<file path="config.mk">
export PLATFORM = sky130hd
export DESIGN_NAME = dcache_port_arb_flat
export DESIGN_NICKNAME = d
export VERILOG_FILES = /design/src/rtl/dcache_port_arb_if.sv /design/src/rtl/dcache_port_arb.sv /design/src/flat_wrapper.sv
export SDC_FILE = /design/constraint.sdc
export NUM_CORES = 1
export LEC_CHECK = 0
export CORE_ASPECT_RATIO = 1.5
export CORE_UTILIZATION = 40
export CTS_BUF_LIST = sky130_fd_sc_hd__clkbuf_8 sky130_fd_sc_hd__clkbuf_16
export DETAILED_ROUTE_END_ITERATION = 6
export PLACE_DENSITY = 0.81
export REMOVE_ABC_BUFFERS = 1
export SKIP_LAST_GASP = 1
export SYNTH_ARGS = -nofsm -noshare
export SYNTH_HDL_FRONTEND = slang
export SYNTH_SLANG_ARGS = --single-unit
</file>
<file path="constraint.sdc">
create_clock -name clk -period 1.7 [get_ports clk]
set_input_delay 0.255 -clock clk [delete_from_list [all_inputs] [get_ports clk]]
set_output_delay 0.255 -clock clk [all_outputs]
set_load 0.1 [all_outputs]
</file>
<file path="src/rtl/dcache_port_arb_if.sv">
// dcache_port_arb_if: load, store-buffer and data-cache signals of the port arbiter
//   master: the arbiter (drives ld_ack/ld_stall, sb_pop and the dc_* request)
//   slave : the environment (MEM stage, store buffer, cache)
interface dcache_port_arb_if #(parameter int DCW = 32);
  logic ld_req;
  logic [DCW-1:0] ld_addr;
  logic ld_ack;
  logic ld_stall;
  logic sb_valid;
  logic sb_full;
  logic [DCW-1:0] sb_addr;
  logic [DCW-1:0] sb_wdata;
  logic sb_type;
  logic sb_pop;
  logic dc_req;
  logic dc_we;
  logic [DCW-1:0] dc_addr;
  logic [DCW-1:0] dc_wdata;
  logic dc_type;
  logic dc_ready;
  modport master (
    input ld_req, ld_addr, sb_valid, sb_full, sb_addr, sb_wdata, sb_type, dc_ready,
    output ld_ack, ld_stall, sb_pop, dc_req, dc_we, dc_addr, dc_wdata, dc_type
  );
  modport slave (
    output ld_req, ld_addr, sb_valid, sb_full, sb_addr, sb_wdata, sb_type, dc_ready,
    input ld_ack, ld_stall, sb_pop, dc_req, dc_we, dc_addr, dc_wdata, dc_type
  );
endinterface

</file>
<file path="src/rtl/dcache_port_arb.sv">
// dcache_port_arb: single-port data-cache scheduler for MEM-stage loads and store-buffer drains
//   clk, reset (sync, active-high); bus: dcache_port_arb_if.master
//   `define DCARB_PERF_EN adds perf_loads/perf_drains/perf_forced event counters
module dcache_port_arb #(
  parameter int MAX_DEFER = 8,
  parameter int DCW = 32
) (
  input logic clk,
  input logic reset,
  dcache_port_arb_if.master bus
`ifdef DCARB_PERF_EN
  ,
  output logic [31:0] perf_loads,
  output logic [31:0] perf_drains,
  output logic [31:0] perf_forced
`endif
);
  typedef enum logic [1:0] {IDLE, LOAD, DRAIN, DONE} state_t;
  localparam logic [7:0] MAXD = 8'(MAX_DEFER);
  state_t state, state_n;
  logic [7:0] defer_cnt, defer_n;
  logic req_n, we_n, type_n, ack_n, pop_n, forced;
  logic [DCW-1:0] addr_n, wdata_n;
  assign bus.ld_stall = bus.ld_req & ~bus.ld_ack;
  // a full buffer or an exhausted defer budget beats a pending load
  assign forced = bus.sb_valid & (bus.sb_full | defer_cnt == MAXD);
  always_comb begin
    state_n = state;
    defer_n = defer_cnt;
    req_n = bus.dc_req;
    we_n = bus.dc_we;
    addr_n = bus.dc_addr;
    wdata_n = bus.dc_wdata;
    type_n = bus.dc_type;
    ack_n = 1'b0;
    pop_n = 1'b0;
    case (state)
      IDLE:
        if (forced || (bus.sb_valid && !bus.ld_req)) begin
          state_n = DRAIN;
          req_n = 1'b1;
          we_n = 1'b1;
          addr_n = bus.sb_addr;
          wdata_n = bus.sb_wdata;
          type_n = bus.sb_type;
          defer_n = '0;
        end else if (bus.ld_req) begin
          state_n = LOAD;
          req_n = 1'b1;
          we_n = 1'b0;
          addr_n = bus.ld_addr;
          type_n = 1'b0;
          defer_n = (bus.sb_valid && defer_cnt != MAXD) ? defer_cnt + 8'd1 : defer_cnt;
        end
      LOAD:
        if (bus.dc_ready) begin
          state_n = DONE;
          req_n = 1'b0;
          ack_n = 1'b1;
        end
      DRAIN:
        if (bus.dc_ready) begin
          state_n = DONE;
          req_n = 1'b0;
          pop_n = 1'b1;
        end
      default: state_n = IDLE;
    endcase
  end
  always_ff @(posedge clk) begin
    if (reset) begin
      state <= IDLE;
      defer_cnt <= '0;
      bus.ld_ack <= 1'b0;
      bus.sb_pop <= 1'b0;
      bus.dc_req <= 1'b0;
      bus.dc_we <= 1'b0;
      bus.dc_addr <= '0;
      bus.dc_wdata <= '0;
      bus.dc_type <= 1'b0;
    end else begin
      state <= state_n;
      defer_cnt <= defer_n;
      bus.ld_ack <= ack_n;
      bus.sb_pop <= pop_n;
      bus.dc_req <= req_n;
      bus.dc_we <= we_n;
      bus.dc_addr <= addr_n;
      bus.dc_wdata <= wdata_n;
      bus.dc_type <= type_n;
    end
  end
`ifdef DCARB_PERF_EN
  always_ff @(posedge clk) begin
    if (reset) begin
      perf_loads <= '0;
      perf_drains <= '0;
      perf_forced <= '0;
    end else begin
      perf_loads <= perf_loads + {31'b0, ack_n};
      perf_drains <= perf_drains + {31'b0, pop_n};
      perf_forced <= perf_forced + {31'b0, state == IDLE && forced};
    end
  end
`endif
endmodule

</file>
<file path="src/flat_wrapper.sv">
// flat-port wrapper written by rule: the top's interface ports become plain ports
module dcache_port_arb_flat 
#(
  parameter int MAX_DEFER = 8,
  parameter int DCW = 32
)
  (clk, reset, bus_ld_req, bus_ld_addr, bus_sb_valid, bus_sb_full, bus_sb_addr, bus_sb_wdata, bus_sb_type, bus_dc_ready, bus_ld_ack, bus_ld_stall, bus_sb_pop, bus_dc_req, bus_dc_we, bus_dc_addr, bus_dc_wdata, bus_dc_type);
  dcache_port_arb_if #(.DCW(DCW)) bus_i ();
  input logic clk;
  input logic reset;
  input wire logic [$bits(bus_i.ld_req)-1:0] bus_ld_req;
  input wire logic [$bits(bus_i.ld_addr)-1:0] bus_ld_addr;
  input wire logic [$bits(bus_i.sb_valid)-1:0] bus_sb_valid;
  input wire logic [$bits(bus_i.sb_full)-1:0] bus_sb_full;
  input wire logic [$bits(bus_i.sb_addr)-1:0] bus_sb_addr;
  input wire logic [$bits(bus_i.sb_wdata)-1:0] bus_sb_wdata;
  input wire logic [$bits(bus_i.sb_type)-1:0] bus_sb_type;
  input wire logic [$bits(bus_i.dc_ready)-1:0] bus_dc_ready;
  output wire logic [$bits(bus_i.ld_ack)-1:0] bus_ld_ack;
  output wire logic [$bits(bus_i.ld_stall)-1:0] bus_ld_stall;
  output wire logic [$bits(bus_i.sb_pop)-1:0] bus_sb_pop;
  output wire logic [$bits(bus_i.dc_req)-1:0] bus_dc_req;
  output wire logic [$bits(bus_i.dc_we)-1:0] bus_dc_we;
  output wire logic [$bits(bus_i.dc_addr)-1:0] bus_dc_addr;
  output wire logic [$bits(bus_i.dc_wdata)-1:0] bus_dc_wdata;
  output wire logic [$bits(bus_i.dc_type)-1:0] bus_dc_type;
  assign bus_i.ld_req = bus_ld_req;
  assign bus_i.ld_addr = bus_ld_addr;
  assign bus_i.sb_valid = bus_sb_valid;
  assign bus_i.sb_full = bus_sb_full;
  assign bus_i.sb_addr = bus_sb_addr;
  assign bus_i.sb_wdata = bus_sb_wdata;
  assign bus_i.sb_type = bus_sb_type;
  assign bus_i.dc_ready = bus_dc_ready;
  assign bus_ld_ack = bus_i.ld_ack;
  assign bus_ld_stall = bus_i.ld_stall;
  assign bus_sb_pop = bus_i.sb_pop;
  assign bus_dc_req = bus_i.dc_req;
  assign bus_dc_we = bus_i.dc_we;
  assign bus_dc_addr = bus_i.dc_addr;
  assign bus_dc_wdata = bus_i.dc_wdata;
  assign bus_dc_type = bus_i.dc_type;
  dcache_port_arb #(.MAX_DEFER(MAX_DEFER), .DCW(DCW)) u_core (.clk(clk), .reset(reset), .bus(bus_i));
endmodule
</file>
# == Yosys cells after proc, flatten, opt, wreduce, memory -nomap -nowiden ==
# Index checks and enable logic that the tools add are counted.
# classes
addsub,1
n_eq_ne,6
mux,17
bitwise,6
reduce_logical,16
# ops
operator,count
32-bit 2-to-1 mux,2
8-bit 2-to-1 mux,3
"8-bit by 1-bit adder with 8-bit output, second input constant",1
"8-bit by 4-bit equality test with 1-bit output, second input constant",1
"8-bit by 4-bit != test with 1-bit output, second input constant",1
1-bit 2-to-1 mux,7
2-bit 2-to-1 mux,3
2-bit AND reduction,3
3-bit AND reduction,2
2-bit nonzero test,3
2-bit OR reduction,3
2-bit one-hot mux with 2 select lines,1
"3-bit by 2-bit != test with 1-bit output, second input constant",1
1-bit inverter,3
1-bit bitwise AND,2
"2-bit by 1-bit equality test with 1-bit output, second input constant",1
"2-bit equality test, second input constant",1
1-bit logical AND,2
2-bit zero test,1
"2-bit by 1-bit != test with 1-bit output, second input constant",1
1-bit one-hot mux with 2 select lines,1
1-bit zero test,1
1-bit logical OR,1
1-bit OR,1
# word_totals
reg_bits,79
output_inout_bits,70

# == Logic depth before layout (Yosys ltp) ==
# Gate-level depths: netlist of the first run.
# depth
ltp_word,6
ltp_mapped,8
mapped_depth_nobuf,6

# == Least setup slack after synthesis of the first run ==
# Ideal clock, no wire load.
# synth_timing
kind,register -> output
start,reg u_core.bus.ld_ack
end,out bus_ld_stall
t_arrival_ps,2114
t_required_ps,1445
path_slack_ps,-669
stages_incl_launch_ff,2
n_path_buf,0
path_cell_list,dfxtp_1 -> nor2b_1
# synth_via
elab_chain_len,2
# synth_lines
item,line_no,source
"start, declared",dcache_port_arb_if.sv:23,"output ld_ack, ld_stall, sb_pop, dc_req, dc_we, dc_addr, dc_wdata, dc_type"
"start signal, assigned",dcache_port_arb.sv:84,bus.ld_ack <= ack_n;
1-bit inverter,dcache_port_arb.sv:24,assign bus.ld_stall = bus.ld_req & ~bus.ld_ack;
1-bit bitwise AND,dcache_port_arb.sv:24,
"end, declared",flat_wrapper.sv:20,output wire logic [$bits(bus_i.ld_stall)-1:0] bus_ld_stall;
# Every way passes these cells.

# == Final worst setup path of the first run ==
# layout_timing
start,reg u_core.defer_cnt[0]
end,reg u_core.state[1]
# layout_via
elab_chain_len,6
# layout_lines
item,line_no,source
"start, declared",dcache_port_arb.sv:21,"logic [7:0] defer_cnt, defer_n;"
"start signal, assigned",dcache_port_arb.sv:83,defer_cnt <= defer_n;
8-bit by 4-bit equality test with 1-bit output (*),dcache_port_arb.sv:26,assign forced = bus.sb_valid & (bus.sb_full | defer_cnt == MAXD);
1-bit OR (*),dcache_port_arb.sv:26,
1-bit bitwise AND (*),dcache_port_arb.sv:26,
1-bit logical OR (*),dcache_port_arb.sv:39,if (forced || (bus.sb_valid && !bus.ld_req)) begin
2-bit 2-to-1 mux / 3-bit by 2-bit != test with 1-bit output (equally long branches),n/a,
2-bit one-hot mux with 2 select lines / 2-bit AND reduction (equally long branches),n/a,
"end signal, assigned",dcache_port_arb.sv:82,state <= state_n;
"end, declared",dcache_port_arb.sv:20,"state_t state, state_n;"
# Mark *: on every way between the ends. The rest lies on a longest branch, timed or not.
# A chain may end at the register's enable or synchronous reset.

==> results of run 1 <==
==> registers in the layout, summed over array words and instances (netlist names) <==
name,cells
u_core.bus.dc_addr,32
u_core.bus.dc_wdata,32
u_core.defer_cnt,8
u_core.state,2
u_core.bus.dc_req,1
u_core.bus.dc_type,1
u_core.bus.dc_we,1
u_core.bus.ld_ack,1
u_core.bus.sb_pop,1
==> power by group through the flow <==
stage          Combinational (mW)  Sequential [mW]  Clock [mW]
2_1_floorplan               0.937             5.06           0
3_3_place_gp                 5.95             2.66           0
3_5_place_dp                 6.07             2.68           0
4_1_cts                      6.08             2.65        1.71
5_1_grt                      6.36             2.69        1.79
6_report                     6.13             2.65        1.67
==> cells in the final DEF (no fill, tap or decap), types with 8 or more instances in the layout <==
cell / n
sky130_fd_sc_hd__clkdlybuf4s50_1: 101
sky130_fd_sc_hd__o21ai_0: 65
sky130_fd_sc_hd__dfxtp_1: 79
sky130_fd_sc_hd__clkbuf_16: 9
sky130_fd_sc_hd__nand3_1: 37
sky130_fd_sc_hd__nand2_1: 73
sky130_fd_sc_hd__buf_12: 75
sky130_fd_sc_hd__nor3_1: 8
sky130_fd_sc_hd__a31oi_1: 32
sky130_fd_sc_hd__buf_4: 26
sky130_fd_sc_hd__a21oi_1: 38
sky130_fd_sc_hd__inv_1: 9
==> logic make-up (layout without fill, tap and decap cells) <==
group	after synthesis	count (layout)	synth area share [%]
fa+ha+maj	6	6	2.26
buf+inv	43	225	5.42
simple gates	137	137	19.2
xor+xnor	5	5	1.32
flops	79	79	47.5
compound gates	145	145	24.3
==> worst paths after layout <==
kind                           from                      to  slack [ns]  cells past startpoint
max             u_core.defer_cnt[0]         u_core.state[1]        0.04                      6
min                           reset         u_core.state[1]        0.20                      2
max reg2reg     u_core.defer_cnt[0]         u_core.state[1]        0.04                      6
min reg2reg  u_core.bus.dc_wdata[1]  u_core.bus.dc_wdata[1]        0.51                      2
==> critical path, stage by stage, from the launching register on <==
cell,delay (ns)
sky130_fd_sc_hd__dfxtp_1,0.32
sky130_fd_sc_hd__inv_2,0.06
sky130_fd_sc_hd__ha_1,0.14
sky130_fd_sc_hd__and4bb_4,0.29
sky130_fd_sc_hd__a21oi_4,0.09
sky130_fd_sc_hd__or4_4,0.53
sky130_fd_sc_hd__a21oi_2,0.16
==> final cells by class <==
class	instances	area share (%)
Clock buffer	10	3.78
Clock inverter	5	0.317
Inverter	6	0.356
Multi-Input combinational cell	293	25.4
Sequential cell	79	25.0
Tap cell	105	2.08
Timing Repair Buffer	204	43.1
==> repair_timing <==
action | in CTS | in global routing
buffers inserted | 0 | 0
resized for setup | 0 | 8
setup endpoints to repair | 0 | 18
endpoints found under the hold margin | 0 | 0
==> metrics by stage <==
stage / cell area [um2] / util [%] / hold WS (ns) / setup WS (ns)
after detailed placement: 6030 / 74.8 / 0.503 / -0.130
after global routing: 6320 / 78.4 / 0.203 / -0.0236
final: 6320 / 78.4 / 0.201 / 0.0440
after floorplan: 3170 / - / 0.324 / -1.26
after CTS: 6290 / 78.0 / 0.182 / 0.00770
after global placement: 6030 / 74.8 / 0.479 / -0.0632
==> layer usage <==
layer	wire length, um	track usage [%]	share of wire, %
met2	5920	46.7	53
met5	0	0	0
met1	3820	25.4	34
met4	266	11.4	2.4
met3	1080	10.0	9.7
==> results.rst, run 1 <==
.. list-table::
   :header-rows: 1

   * - Metric
     - Value
   * - Area added between synthesis and finish
     - 90.0%
   * - Max-cap violations
     - 0
   * - Slew at the pin with the worst max-slew slack
     - roughly 0.4 ns
   * - Clock sink count
     - about 80
   * - Static leakage
     - between 2 and 2.5 nW
   * - Remaining global-route overflow
     - 0
   * - Proportion of register bits with asynchronous set or reset after synthesis
     - 0%
   * - Die Outline Area
     - 8690 um2
   * - Detail Placement HPWL
     - 8.39 mm
   * - Clock skew
     - between 0.007 and 0.008 ns
   * - Mapped Area
     - approximately 3300 um2
   * - Run status
     - finished, final reports clean
   * - Number of failing hold endpoints at the final stage
     - 0
   * - Biggest area contributors in the synthesized netlist
     - sky130_fd_sc_hd__dfxtp_1 (48%), sky130_fd_sc_hd__o21ai_0 (9.8%), sky130_fd_sc_hd__nand2_1 (8.2%)
   * - Required time of the worst setup path
     - around 2 ns
   * - Buffer cell driving the clock tree root
     - sky130_fd_sc_hd__clkbuf_16
   * - Unrepaired setup endpoints after global routing
     - true
   * - Maximum level of the CTS H-tree
     - 3
   * - Critical Path Fanout Max
     - 4
   * - Main synth FF type
     - sky130_fd_sc_hd__dfxtp_1
   * - Number of flops mapped to enable cells by yosys
     - 0
   * - Total of buffers placed on input and output ports
     - around 170
   * - Wirelength, routed
     - 11.1 mm
   * - Commonest cells in the synthesized netlist
     - sky130_fd_sc_hd__dfxtp_1 (79), sky130_fd_sc_hd__nand2_1 (73), sky130_fd_sc_hd__o21ai_0 (65)
   * - Number of synthesis warnings
     - 0
   * - Power per cell area
     - 1650 nW/um2
   * - Number of antenna violations at the first check in global routing
     - 0
   * - Clk Latency, worst-skew pair
     - between 0.3 and 0.4 ns
   * - Residual DRC
     - 0
   * - GRT Resource Usage Total
     - 25.6%
   * - First-pass GRT wire length
     - roughly 17 mm
   * - Clock period minus final worst setup slack
     - around 1.7 ns
   * - Row count
     - 40
   * - Total area of multi-input combinational cells
     - between 1500 and 2000 um2
   * - Number of distinct standard cells referenced by the synthesized netlist
     - 34
   * - Synth Register Bits
     - roughly 80
   * - Number of nets in the finished design
     - about 700
   * - DR WL/cell
     - roughly 16 um
   * - Fraction of power spent switching nets
     - between 40% and 50%
   * - Placed cell count
     - between 600 and 700
   * - Fraction of final layout cells sized beyond drive strength 1
     - a little over a fifth
   * - Die outline width
     - 76.5 um
   * - Number of buffers added by the clock tree synthesis step
     - 9
   * - Die Y
     - around 110 um
   * - Weighted congestion at the end of routability-driven global placement
     - 0.890
   * - Setup TNS
     - 0 ns
   * - Sw Pwr
     - 4.93 mW
   * - Fillers
     - 500
   * - Sequential element share of the synthesized area
     - between 40% and 50%
   * - Cell-internal power
     - ~5.5 mW
   * - TritonRoute pass-1 iters
     - 4
   * - Largest net degree at the start of global routing
     - 42
   * - Final cell count without fillers
     - between 700 and 800
   * - Nature of the critical path startpoint
     - register
   * - Vias/cell
     - roughly 5.4
   * - Portion of synthesized cell area occupied by the leading cell type
     - 47.5%
   * - Final number of max-transition violations
     - 0
   * - Most used standard cell by instance count after synthesis
     - sky130_fd_sc_hd__dfxtp_1
   * - Max-slew headroom
     - between 70% and 80%
   * - Largest area contributor in the netlist
     - sky130_fd_sc_hd__dfxtp_1
   * - DRC violation total after the first TritonRoute iteration
     - about 280
   * - Cells after Synth
     - 415
   * - Number of vias in the routed layout
     - ~3800
   * - Final setup viols
     - 0
   * - Post-CTS clock slew at the launch and capture registers of the worst setup and hold paths
     - roughly 0.050 ns
   * - Clock tree from TritonCTS
     - yes
   * - Maximum buffer depth of the clock tree
     - 2
   * - Arrival time at the worst endpoint
     - approximately 1.9 ns
   * - Largest voltage drop on the vdd net
     - 1250 uV
   * - Combinational share of power
     - between 50% and 60%
   * - Mean Syn Cell Area
     - about 8.0 um2
   * - Worst hold path class
     - input pin to register
   * - Hold bufs inserted after CTS
     - 0
   * - Antenna Cells
     - 0
   * - Category of the worst setup path capture point
     - register
   * - Critical path class
     - register to register
   * - Final Total Pwr
     - approximately 10 mW
   * - FF/Latch Area
     - roughly 1600 um2
   * - Routed Antenna Nets
     - 0
   * - Number of top-level pins
     - 173
   * - Post-route clock period utilization
     - between 90% and 100%
   * - Clock network fraction of design power
     - 16.0%
   * - Vias in the first global route
     - about 3700
   * - Initial standard-cell utilization of the core
     - around two fifths
   * - Sequential fraction of design power
     - between 20% and 30%
   * - Core outline area
     - a little over 8000 um2
   * - Timing-limited maximum frequency
     - about 600 MHz
Note: power is estimated with default switching activity, not from simulation.
==> inputs of run 2 (changes only) <==
- ABC_AREA: unset -> 1
- CTS_CLUSTER_SIZE: unset -> 28
- PLACE_DENSITY: 0.81 -> 0.8
==> results.rst, run 2 <==
.. list-table::
   :header-rows: 1

   * - Metric
     - Value
   * - Depth of the worst hold-timing path
     - 2 (unchanged)
   * - Number of failing hold endpoints at the final stage
     - 0 (unchanged)
   * - Number of vias in the routed layout
     - 3798 (+0.74%)
   * - Biggest area contributors in the synthesized netlist
     - sky130_fd_sc_hd__dfxtp_1 (45%), sky130_fd_sc_hd__nand2_1 (13%), sky130_fd_sc_hd__o21ai_0 (9.2%)
   * - Die outline width
     - 78.2 um (+2.3%)
   * - Commonest non-fill, non-tap cell in the layout
     - sky130_fd_sc_hd__nand2_1
   * - Clock sink count
     - 79 (unchanged)
   * - Mean Syn Cell Area
     - 6.83 um2 (-15%)
   * - First-pass GRT wire length
     - 16.1 mm (-7.6%)
   * - CP cell instances
     - inv_1, ha_1, buf_4, nand2_1, nand2_2, buf_12, o21ai_0, inv_1, nand2_1, inv_1
   * - Total of buffers placed on input and output ports
     - 172 (unchanged)
   * - Arrival time at the worst endpoint
     - 1.88 ns (-0.04 ns)
   * - Initial standard-cell utilization of the core
     - 41.4% (+0.12 points)
   * - Simple-gate portion of the synthesized area
     - 27.8% (+8.7 points)
   * - Slew at the pin with the worst max-slew slack
     - 0.286 ns (-0.125 ns)
   * - Portion of synthesized cell area occupied by the leading cell type
     - 45.4% (-2.1 points)
   * - DR WL/cell
     - 12.9 um (-18%)
   * - Detail Placement HPWL
     - 7.57 mm (-9.8%)
   * - Vias in the first global route
     - 3642 (-2.6%)
   * - Number of top-level pins
     - 173 (unchanged)
   * - Number of antenna violations at the first check in global routing
     - 0 (unchanged)
   * - Worst setup slack after layout
     - 0.0635 ns (+0.0194 ns)
   * - Number of distinct standard cells referenced by the synthesized netlist
     - 24 (-29%)
   * - Clock period minus final worst setup slack
     - 1.64 ns (-0.0194 ns)
   * - Final number of max-transition violations
     - 0 (unchanged)
   * - Core outline area
     - 8410 um2 (+4.4%)
   * - Max-slew headroom
     - 80.8% (+8.3 points)
   * - Maximum level of the CTS H-tree
     - 3 (unchanged)
   * - Mapped Area
     - 3480 um2 (+4.7%)
   * - Number of flops mapped to enable cells by yosys
     - 0 (unchanged)
   * - Fraction of final layout cells sized beyond drive strength 1
     - 16.7% (-4.6 points)
   * - Buffer cell driving the clock tree root
     - sky130_fd_sc_hd__clkbuf_16
   * - Vias/cell
     - 4.78 (-11%)
   * - DRC violation total after the first TritonRoute iteration
     - 118 (-57%)
   * - Most Frequent Cell on Critical Path
     - sky130_fd_sc_hd__inv_1
   * - Residual DRC
     - 0 (unchanged)
   * - Static leakage
     - 3.06 nW (+24%)
   * - Number of nets in the finished design
     - 792 (+13%)
   * - Critical Path Fanout Max
     - 67 (+63)
   * - Required time of the worst setup path
     - 1.94 ns (-0.02 ns)
   * - Delay of the slowest cell on the worst path
     - 0.38 ns (-0.15 ns)
   * - Commonest cells in the synthesized netlist
     - sky130_fd_sc_hd__nand2_1 (116), sky130_fd_sc_hd__dfxtp_1 (79), sky130_fd_sc_hd__inv_1 (77)
   * - Post-place instance area
     - 6090 um2 (+0.98%)
   * - Fraction of the mapped netlist area in compound gates
     - 11.4% (-13 points)
   * - Post-route clock period utilization
     - 96.3% (-1.1 points)
   * - Run status
     - finished, final reports clean
   * - Worst hold path class
     - register to register
   * - Nature of the critical path startpoint
     - register
   * - Arithmetic-cell share of the synthesized area counting full adders, half adders and majority gates
     - 2.16% (-0.10 points)
   * - Clock skew
     - 0.00442 ns (-0.00283 ns)
   * - WHS
     - 0.496 ns (+0.295 ns)
   * - GRT Resource Usage Total
     - 22.8% (-2.7 points)
   * - Synth Register Bits
     - 79 (unchanged)
   * - Weighted congestion at the end of routability-driven global placement
     - 0.803 (-9.8%)
   * - Max-cap violations
     - 0 (unchanged)
   * - Number of synthesis warnings
     - 0 (unchanged)
   * - Area added between synthesis and finish
     - 83.9%
   * - Flop2flop setup slack
     - 0.06 ns (+0.02 ns)
   * - Leading cell types in the layout, fill and taps excluded
     - sky130_fd_sc_hd__nand2_1 (114), sky130_fd_sc_hd__clkdlybuf4s50_1 (102), sky130_fd_sc_hd__inv_1 (77), sky130_fd_sc_hd__dfxtp_1 (77)
   * - Xor-xnor portion of the synthesized cell area
     - 0.503% (-0.81 points)
   * - Die Y
     - 116 um (+2.3%)
   * - Top flop regs
     - u_core.bus.dc_addr: 32 flops, u_core.bus.dc_wdata: 32 flops, u_core.defer_cnt: 8 flops
   * - Maximum buffer depth of the clock tree
     - 2 (unchanged)
   * - Critical path class
     - register to register
   * - Post-CTS clock slew at the launch and capture registers of the worst setup and hold paths
     - 0.06 ns (about the same)
   * - Wirelength, routed
     - 10.3 mm (-7.1%)
   * - Design Area, Final
     - 6410 um2 (+1.4%)
   * - Sequential element share of the synthesized area
     - 45.4% (-2.1 points)
   * - Main synth FF type
     - sky130_fd_sc_hd__dfxtp_1
   * - Routed Antenna Nets
     - 0 (unchanged)
   * - Row count
     - 41 (+2.5%)
   * - Most used standard cell by instance count after synthesis
     - sky130_fd_sc_hd__nand2_1
   * - Antenna Cells
     - 0 (unchanged)
   * - Depth of the most critical reg-to-reg path
     - 10 (+4)
   * - Multiplexer fraction of the synthesized cell area
     - 0% (unchanged)
   * - Proportion of register bits with asynchronous set or reset after synthesis
     - 0% (unchanged)
   * - Dominant combinational cell family by area after synthesis
     - simple AND/OR/NAND/NOR gates
   * - Die Outline Area
     - 9090 um2 (+4.6%)
   * - Number of buffers added by the clock tree synthesis step
     - 9 (unchanged)
   * - Category of the worst setup path capture point
     - register
   * - Largest net degree at the start of global routing
     - 68 (+62%)
   * - Remaining global-route overflow
     - 0 (unchanged)
   * - Unrepaired setup endpoints after global routing
     - true
   * - Final cell utilization of the core
     - 76.2% (-2.3 points)
   * - Final setup viols
     - 0 (unchanged)
   * - Clk Latency, worst-skew pair
     - 0.34 ns (about the same)
   * - Timing-limited maximum frequency
     - 611 MHz (+1.2%)
   * - Largest area contributor in the netlist
     - sky130_fd_sc_hd__dfxtp_1
   * - TritonRoute pass-1 iters
     - 4 (unchanged)
   * - Cells after Synth
     - 510 (+23%)
   * - Clock tree from TritonCTS
     - yes
   * - Crit-path slowest cell
     - sky130_fd_sc_hd__dfxtp_1
   * - Largest voltage drop on the vdd net
     - 1100 uV (-12%)
   * - Power per cell area
     - 1830 nW/um2 (+10%)
   * - Dpl ws
     - -0.137 ns (-0.00615 ns)
==> run 2: final timing paths <==
check                      startpoint                endpoint
setup reg to reg      u_core.state[1]  u_core.bus.dc_addr[11]
hold reg to reg   u_core.defer_cnt[0]     u_core.defer_cnt[0]
hold / removal    u_core.defer_cnt[0]     u_core.defer_cnt[0]
setup / recovery      u_core.state[1]  u_core.bus.dc_addr[11]
==> run 2: kinds of logic after synthesis <==
family	Yosys count
AND/OR/NAND/NOR	239
buffers and inverters	106
flip-flops	79
AO/OA/AOI/OAI	78
adder cells (fa/ha/maj)	6
XOR/XNOR	2
==> run 2: per-stage QoR <==
step,total power [mW],setup TNS [ns],instances
3_5_place_dp,9.85,-2.04,779
6_report,11.7,0,795
3_3_place_gp,9.71,-0.230,779
5_1_grt,12.2,-0.147,795
2_1_floorplan,6.95,-19.42,483
4_1_cts,11.7,0,795
==> run 2: per-layer routing <==
metal  track usage [%]  wire [um]
met3              6.72        695
met5                 0          0
met2              42.7       5500
met4              12.8        344
met1              22.3       3750
==> run 2: area by class of cell <==
type                            count  area, um2
Inverter                           79        298
Sequential cell                    79       1580
Multi-Input combinational cell    325       1480
Tap cell                          107        134
Fill cell                         612       2010
Clock buffer                       13        280
Timing Repair Buffer              189       2620
Clock inverter                      3       15.0
==> run 2: critical path: cells and delay by family, from the launching register on <==
kind | cells | cell delay, ns
flip-flops | 1 | 0.38
AND/OR/NAND/NOR | 3 | 0.19
adder cells (fa/ha/maj) | 1 | 0.21
buffers and inverters | 5 | 0.51
AO/OA/AOI/OAI | 1 | 0.20
==> run 2: timing repair <==
| action | 4_1_cts | 5_1_grt |
|---|---|---|
| endpoints found under the hold margin | 0 | 0 |
| hold buffers | 0 | 0 |
| endpoints found under the setup margin | 0 | 69 |
| buffers inserted | 0 | 0 |
| gates resized for setup | 0 | 16 |
==> run 2: power by group <==
part,total (mW),leakage (nW),internal (mW),switching (mW)
registers,2.85,0.653,2.35,0.507
clock network,1.86,0.151,1.14,0.724
logic,6.99,2.25,2.47,4.52
total,11.7,3.06,5.95,5.75
